**src/rtl/hamm_scrub_ctrl.sv**
```systemverilog
// Background scrubber for a DEPTH x 12-bit Hamming(12,8) codeword memory.
// Each pass reads every word, writes back single-bit corrections and counts errors.
module hamm_scrub_ctrl #(
  parameter int ADDR_W = 4,
  parameter int CNT_W  = 5
) (
  input  logic              clk,
  input  logic              clr,
  input  logic              start,
  output logic              busy,
  output logic              done,
  output logic [ADDR_W-1:0] mem_add,
  output logic              mem_red_wr,
  output logic [11:0]       mem_wdata,
  input  logic [11:0]       mem_rdata,
  output logic [CNT_W-1:0]  corr_cnt,
  output logic [CNT_W-1:0]  uncorr_cnt,
  output logic [ADDR_W-1:0] last_err_add
);

  typedef enum logic [2:0] {S_IDLE, S_RD, S_CHK, S_WB, S_NEXT, S_DONE} state_t;

  localparam logic [ADDR_W-1:0] LAST_ADDR = {ADDR_W{1'b1}};
  localparam logic [ADDR_W-1:0] ADDR_ONE  = {{(ADDR_W-1){1'b0}}, 1'b1};
  localparam logic [CNT_W-1:0]  CNT_MAX   = {CNT_W{1'b1}};
  localparam logic [CNT_W-1:0]  CNT_ONE   = {{(CNT_W-1){1'b0}}, 1'b1};

  state_t            r_state;
  logic [ADDR_W-1:0] r_addr;
  logic              r_busy;
  logic              r_done;
  logic              r_wr;
  logic [11:0]       r_wdata;
  logic [CNT_W-1:0]  r_corr;
  logic [CNT_W-1:0]  r_uncorr;
  logic [ADDR_W-1:0] r_last;

  logic [3:0]        w_syn;
  logic [11:0]       w_flip;

  // Syndrome is the XOR of the Hamming positions (bit index + 1) of every set bit.
  always_comb begin
    w_syn = 4'd0;
    for (int i = 0; i < 12; i++) begin
      if (mem_rdata[i]) w_syn = w_syn ^ 4'(i + 1);
    end
    w_flip = 12'd1 << (w_syn - 4'd1);
  end

  always_ff @(posedge clk or negedge clr) begin
    if (!clr) begin
      r_state  <= S_IDLE;
      r_addr   <= '0;
      r_busy   <= 1'b0;
      r_done   <= 1'b0;
      r_wr     <= 1'b0;
      r_wdata  <= '0;
      r_corr   <= '0;
      r_uncorr <= '0;
      r_last   <= '0;
    end else begin
      case (r_state)
        S_IDLE: begin
          if (start) begin
            r_corr   <= '0;
            r_uncorr <= '0;
            r_addr   <= '0;
            r_busy   <= 1'b1;
            r_state  <= S_RD;
          end
        end
        S_RD: r_state <= S_CHK;
        S_CHK: begin
          if (w_syn == 4'd0) begin
            r_state <= S_NEXT;
          end else if (w_syn <= 4'd12) begin
            r_wdata <= mem_rdata ^ w_flip;
            r_last  <= r_addr;
            r_wr    <= 1'b1;
            r_state <= S_WB;
          end else begin
            // Syndromes 13..15 point outside the codeword: a multi-bit error.
            if (r_uncorr != CNT_MAX) r_uncorr <= r_uncorr + CNT_ONE;
            r_last  <= r_addr;
            r_state <= S_NEXT;
          end
        end
        S_WB: begin
          r_wr    <= 1'b0;
          if (r_corr != CNT_MAX) r_corr <= r_corr + CNT_ONE;
          r_state <= S_NEXT;
        end
        S_NEXT: begin
          if (r_addr == LAST_ADDR) begin
            r_done  <= 1'b1;
            r_state <= S_DONE;
          end else begin
            r_addr  <= r_addr + ADDR_ONE;
            r_state <= S_RD;
          end
        end
        S_DONE: begin
          r_done  <= 1'b0;
          r_busy  <= 1'b0;
          r_state <= S_IDLE;
        end
        default: r_state <= S_IDLE;
      endcase
    end
  end

  assign busy         = r_busy;
  assign done         = r_done;
  assign mem_add      = r_addr;
  assign mem_red_wr   = r_wr;
  assign mem_wdata    = r_wdata;
  assign corr_cnt     = r_corr;
  assign uncorr_cnt   = r_uncorr;
  assign last_err_add = r_last;

endmodule

```
**config.mk**
```make
export PLATFORM = sky130hd
export DESIGN_NAME = hamm_scrub_ctrl
export DESIGN_NICKNAME = d
export VERILOG_FILES = /design/src/rtl/hamm_scrub_ctrl.sv
export SDC_FILE = /design/constraint.sdc
export NUM_CORES = 1
export LEC_CHECK = 0
export ABC_AREA = 1
export ABC_CLOCK_PERIOD_IN_PS = 4220
export CAP_MARGIN = 25
export CORE_MARGIN = 1
export CORE_UTILIZATION = 55
export DETAILED_ROUTE_END_ITERATION = 10
export PLACE_DENSITY = 0.88
export SYNTH_ARGS = -nofsm -noshare
export SYNTH_HDL_FRONTEND = slang
export SYNTH_SLANG_ARGS = --single-unit
```
**constraint.sdc**
```tcl
create_clock -name clk -period 4.22 [get_ports clk]
set_clock_uncertainty 0.05 [all_clocks]
set_input_delay 0.633 -clock clk [delete_from_list [all_inputs] [get_ports clk]]
set_output_delay 0.633 -clock clk [all_outputs]
set_load 0.005 [all_outputs]
```
; ---- Word level (Yosys, flattened, before mapping)
; Cells that the tools add are included.
[word_totals]
word_cells = 94
ff_bits = 36
inputBits = 15
out_inout_bits = 33
[op_classes]
addsub = 4
muxes = 34
n_eq_ne = 16
shift = 1
n_reduce_logical = 16
bitwise = 13
magnitude_cmp = 1
[op_table]
columns = operator, count
row1 = 4-bit two-way mux, 7
row2 = 5-bit two-way mux, 5
row3 = 3-bit two-way mux, 8
row4 = 5-bit case mux with 2 select lines, 2
row5 = 2-bit inequality test (second input constant), 8
row6 = 3-bit case mux with 5 select lines, 1
row7 = 2-bit NOT, 6
row8 = 3-bit AND reduction, 4
row9 = 2-bit nonzero test, 6
row10 = 1-bit by 4-bit << shifter with 12-bit output (first input constant), 1
row11 = 12-bit bitwise XOR, 1
row12 = 5-bit by 1-bit adder with 5-bit output (second input constant), 2
row13 = 5-bit inequality test (second input constant), 2
row14 = 4-bit case mux with 2 select lines, 1
row15 = 3-bit by 2-bit == test with 1-bit output (second input constant), 2
row16 = 3-bit == test (second input constant), 2
row17 = 3-bit NOT, 2
row18 = 1-bit case mux with 2 select lines, 3
row19 = 2-bit AND reduction, 3
row20 = 1-bit two-way mux, 5
row21 = 5-bit AND reduction, 1
row22 = 4-bit by 1-bit adder with 4-bit output (second input constant), 1
row23 = 4-bit == test (second input constant), 1
row24 = 4-bit less-or-equal comparator (second input constant), 1
row25 = other kinds (7), 10

; ---- Depth between registers and ports, before layout
[logic_depth]
depth_word = 24
ltp_mapped = 15
mapped_depth_nobuf = 14

; ---- Least setup slack after synthesis
; No wires, ideal clock.
[synth_timing]
path_type = in2reg
from = input mem_rdata[8]
to = register r_wdata[10] (netlist: mem_wdata[10])
slack_ps = 2383
arrival_ps = 1670
path_buffers = 1
t_required_ps = 4054
path_stages = 13
setup_ps = 116
cell_sequence = inv_1 nand2_1 nand2_1 nand2_1 nand3_1 nand2_4 nor2_8 nand2_4 nand3_4 inv_2 buf_6 nand2_1 nand2_1
[synth_via]
elab_chain_cells = 10
word_cells_on_any_way = 14
classes_between = 1 x add/sub / 1 x order compare / 1 x shift / 4 x mux / 5 x bitwise / 2 x reduce/logical
[synth_lines]
columns = element, line_no
row1 = from (decl), 15  ; input logic [11:0] mem_rdata,
row2 = 4-bit two-way mux *, 45  ; if (mem_rdata[i]) w_syn = w_syn ^ 4'(i + 1);
row3 = 2-bit NOT (no source line), --
row4 = 4-bit two-way mux *, 45
row5 = 3-bit NOT (no source line), --
row6 = 4-bit two-way mux *, 45
row7 = 2-bit NOT (no source line), --
row8 = 4-bit two-way mux *, 45
row9 = 4-bit by 1-bit subtractor with 4-bit output or 4-bit logical NOT (tied branches), "47, 74"
row10 = 1-bit by 4-bit << shifter with 12-bit output or 1-bit NOT (tied branches), --
row11 = 12-bit bitwise XOR or 3-bit AND reduction (tied branches), --
row12 = to (signal assigned), 77  ; r_wdata <= mem_rdata ^ w_flip;
row13 = to (decl), 33  ; logic [11:0] r_wdata;
; Every way passes the cells marked *; elsewhere a longest branch is shown, timed or not.
; A chain may end at the register's enable or synchronous reset.

; ---- Worst setup path after layout
[layout_timing]
from = input mem_rdata[11]
to = register r_wdata[6] (netlist: mem_wdata[6])
[layout_via]
elab_chain_cells = 4
word_cells_on_any_way = 8
classes_between = 1 x add/sub / 1 x order compare / 1 x shift / 1 x mux / 2 x bitwise / 2 x reduce/logical
[layout_lines]
columns = element, line_no
row1 = 4-bit two-way mux *, 45
row2 = 4-bit by 1-bit subtractor with 4-bit output or 4-bit logical NOT (tied branches), "47, 74"
row3 = 1-bit by 4-bit << shifter with 12-bit output or 1-bit NOT (tied branches), --
row4 = 12-bit bitwise XOR or 3-bit AND reduction (tied branches), --
; Marked as above.

==> impl_metrics.json <==
{
  "wl_um": 5517,
  "power_leakage_nw": 1.511,
  "dp_hpwl_um": 4306,
  "synth_cells": 331,
  "worst_slew_margin_rel": 0.7017,
  "row_count": 23,
  "finish.instance_area_um2": 2949,
  "critical_path.n_buffers_inverters": 4,
  "critPathTopFamily": "simple AND/OR/NAND/NOR gates",
  "final_core_utilization": 0.7320,
  "fmax_ghz": 0.3867,
  "post_route_cells_drive_above_1_share": 0.1253,
  "grt_antenna_before_repair": 0,
  "grt_util_all_layers": 0.2665,
  "fin_crit_sh": 0.6127,
  "worstPathMaxFanout": 16,
  "timing.critical_path.from_type": "input port",
  "regArea_um2": 900.9,
  "final_period_minus_worst_setup_slack_ns": 2.586,
  "power_switching_share": 0.3822,
  "gp_congestion": 0.9509,
  "hold_path_depth": 2,
  "areaGrowthSynthToFinish_pct": 26.25,
  "synthesis.yosys.warnings": 0,
  "setup_viol": 0,
  "post_cts_resized": 0,
  "final.fill_count": 334,
  "cts-root-to-sink-buffers": 2,
  "switchingPower_w": 0.0005471,
  "timing.critical_path.arrival_ns": 2.76,
  "syn_area_um2": 2336,
  "floorplan.initialDensity": 0.5798,
  "place_area_um2": 2838,
  "drt_wl_cell_um": 12.74,
  "maxCapViolCount": 0,
  "crit_required_ns": 4.40,
  "grt_max_degree": 37,
  "top_level_ports": 48,
  "power_frac_seq": 0.361,
  "cts_hold_repair.buffers": 0,
  "postSynthAreaPerCell_um2": 7.057,
  "number_of_global_route_vias_before_repair": 2016,
  "drc": 0,
  "design_power_total_w": 0.001431,
  "clock-sinks": 36,
  "synth_area_leaders": "dfrtp_1 39%, nand2_1 22%, nand3_1 6.9%, nand2_2 4.6%, inv_1 4.2%",
  "multi_input_area_um2": 1261,
  "cts_inserted_buffers": 5,
  "final_max_slew_viol_count": 0,
  "post_cts_buffers": 0,
  "pwr-share-clk": 0.210,
  "final.setup.tns_ns": 0,
  "crit_top_cell": "nand2_1",
  "unique_cell_type_count_in_the_yosys_netlist": 27,
  "design.core.area_um2": 4029,
  "drt-vias-per-instance": 5.293,
  "tritoncts_clock_tree": "yes",
  "cp_num_cells": 15,
  "post-place-ws_ns": 1.396,
  "critPathCaptureType": "flip-flop",
  "cellPowerDensity_nw_per_um2": 485.4,
  "final_common_cell": "nand2_1",
  "rsz_0062_raised_after_global_routing": "false",
  "synth.top_cell.area_share": 0.3856,
  "num_antenna_cells": 0,
  "p_int_w": 0.0008844,
  "synth_area_leader_cell": "dfrtp_1",
  "overflow": 0,
  "grt_pass1_wl_um": 8983,
  "crit_path_cell_trace": "clkdlybuf4s50_1 -> inv_1 -> nand2_1 -> nand2_1 -> nand2_2 -> nand2_1 -> nand2_1 -> nand2_1 -> nand2_2 -> inv_2 -> nand2_4 -> nand3_4 -> inv_2 -> nand2_1 -> nand2_1",
  "port_buffers": 47,
  "antenna_violating_nets_post_route": 0,
  "dr.pass1.iters": 4,
  "cts-htree-levels": 2,
  "num_vias": 2292,
  "final_hold_vios": 0,
  "power_frac_comb": 0.429,
  "drt-initial-drc-count": 109,
  "die_x_extent_um": 67.17,
  "num-nets-final": 402,
  "clk_latency_ns": 0.28,
  "die-height_um": 67.17,
  "clk_slew_on_worst_s_h_paths_ns": 0.08,
  "worst_pin_slew_ns": 0.4474,
  "ys_seq_area_frac": 0.3856,
  "setup_slack_ns": 1.634,
  "holdCritPathClass": "flip-flop to flip-flop",
  "critPathMaxStageDelay_ns": 0.54,
  "dieArea_um2": 4512,
  "r2r.worst_path.cells": 8,
  "ys_ff_latch": 36,
  "outcome": "completed",
  "crit_slowest_cell": "clkdlybuf4s50_1",
  "root_buffer": "clkbuf_8",
  "crit_type": "input port to flip-flop",
  "layout_common_cells": "135 x nand2_1, 47 x clkdlybuf4s50_1, 36 x dfrtp_1, 32 x nand3_1, 26 x inv_1",
  "mappedNetlistNets": 351,
  "ff_to_ff_setup_slack_ns": 2.37,
  "ir_drop_mv": 0.4309
}
power groups by stage:
stage / sequential (W) / clock (W) / combinational (W)
after floorplan: 0.000511 / 0 / 0.000364
after global placement: 0.000521 / 0 / 0.000590
after detailed placement: 0.000520 / 0 / 0.000614
after CTS: 0.000517 / 0.000303 / 0.000616
after global routing: 0.000529 / 0.000322 / 0.000694
final: 0.000517 / 0.000301 / 0.000614
final timing paths:
| kind | start | end |
|---|---|---|
| max | mem_rdata[11] | mem_wdata[6]$_DFFE_PN0P_ |
| min reg2reg | last_err_add[1]$_DFFE_PN0P_ | last_err_add[1]$_DFFE_PN0P_ |
| max reg2reg | r_state[0]$_DFFE_PN0P_ | mem_add[3]$_DFFE_PN0P_ |
| max in group asynchronous | clr | mem_wdata[8]$_DFFE_PN0P_ |
| min in group asynchronous | clr | uncorr_cnt[1]$_DFFE_PN0P_ |
| min | last_err_add[1]$_DFFE_PN0P_ | last_err_add[1]$_DFFE_PN0P_ |
registers in the layout, summed over array words and instances, names as in the netlist:
signal,cells
done,1
busy,1
last_err_add,4
corr_cnt,5
uncorr_cnt,5
mem_red_wr,1
mem_add,4
mem_wdata,12
r_state,3
kinds of logic after synthesis:
logic type,share of synthesized area
fa+ha+maj,0.02678
simple gates,0.4387
xor+xnor,0.01500
compound gates,0.05945
flops,0.3856
buf+inv,0.07445
stage by stage:
stage          hold slack, ns  instances
3_5_place_dp           0.4260        425
5_1_grt                0.4709        433
6_report               0.4438        433
3_3_place_gp           0.4217        425
2_1_floorplan          0.2874        331
4_1_cts                0.4442        433
worst register-to-register path: cells and delay by family (launching register included):
family                    cells  cell delay, ns
xor gates and xnor gates      1            0.17
buffers and inverters         1            0.07
DFF                           1            0.41
AOI/OAI and AO/OA             1            0.19
and+or+nand+nor               5            0.85
per-layer routing:
metal,up-vias,GRT usage,wire length (um)
met2,73,0.4338,2665
met5,-,0,0
met1,1058,0.3568,2467
met4,0,0.09043,76
met3,8,0.04561,308
li1,1153,-,-
cell usage after synthesis:
master / n
o21ai_1: 1
or2_2: 1
o21ai_2: 1
nor2_8: 1
buf_2: 1
nand4_1: 11
inv_1: 26
nor2_1: 16
o21ai_0: 15
nor3b_1: 1
nor2_2: 1
inv_2: 10
xor2_1: 4
nand3_2: 1
nor3_1: 2
buf_6: 3
a21oi_2: 1
nor2_4: 1
a21oi_1: 4
nand3_4: 1
o31ai_4: 1
ha_1: 5
nand2_1: 135
nand3_1: 32
nand2_2: 17
dfrtp_1: 36
nand2_4: 3
layout make-up:
cell class	instances	share of cell area
inverters	36	0.04582
clock inverters	3	0.01443
clock buffers	5	0.02333
repair buffers	48	0.1621
flip-flops and latches	36	0.3055
multi-input cells	255	0.4277
well taps	50	0.02121
No activity file was read; power rests on OpenSTA's default activity.
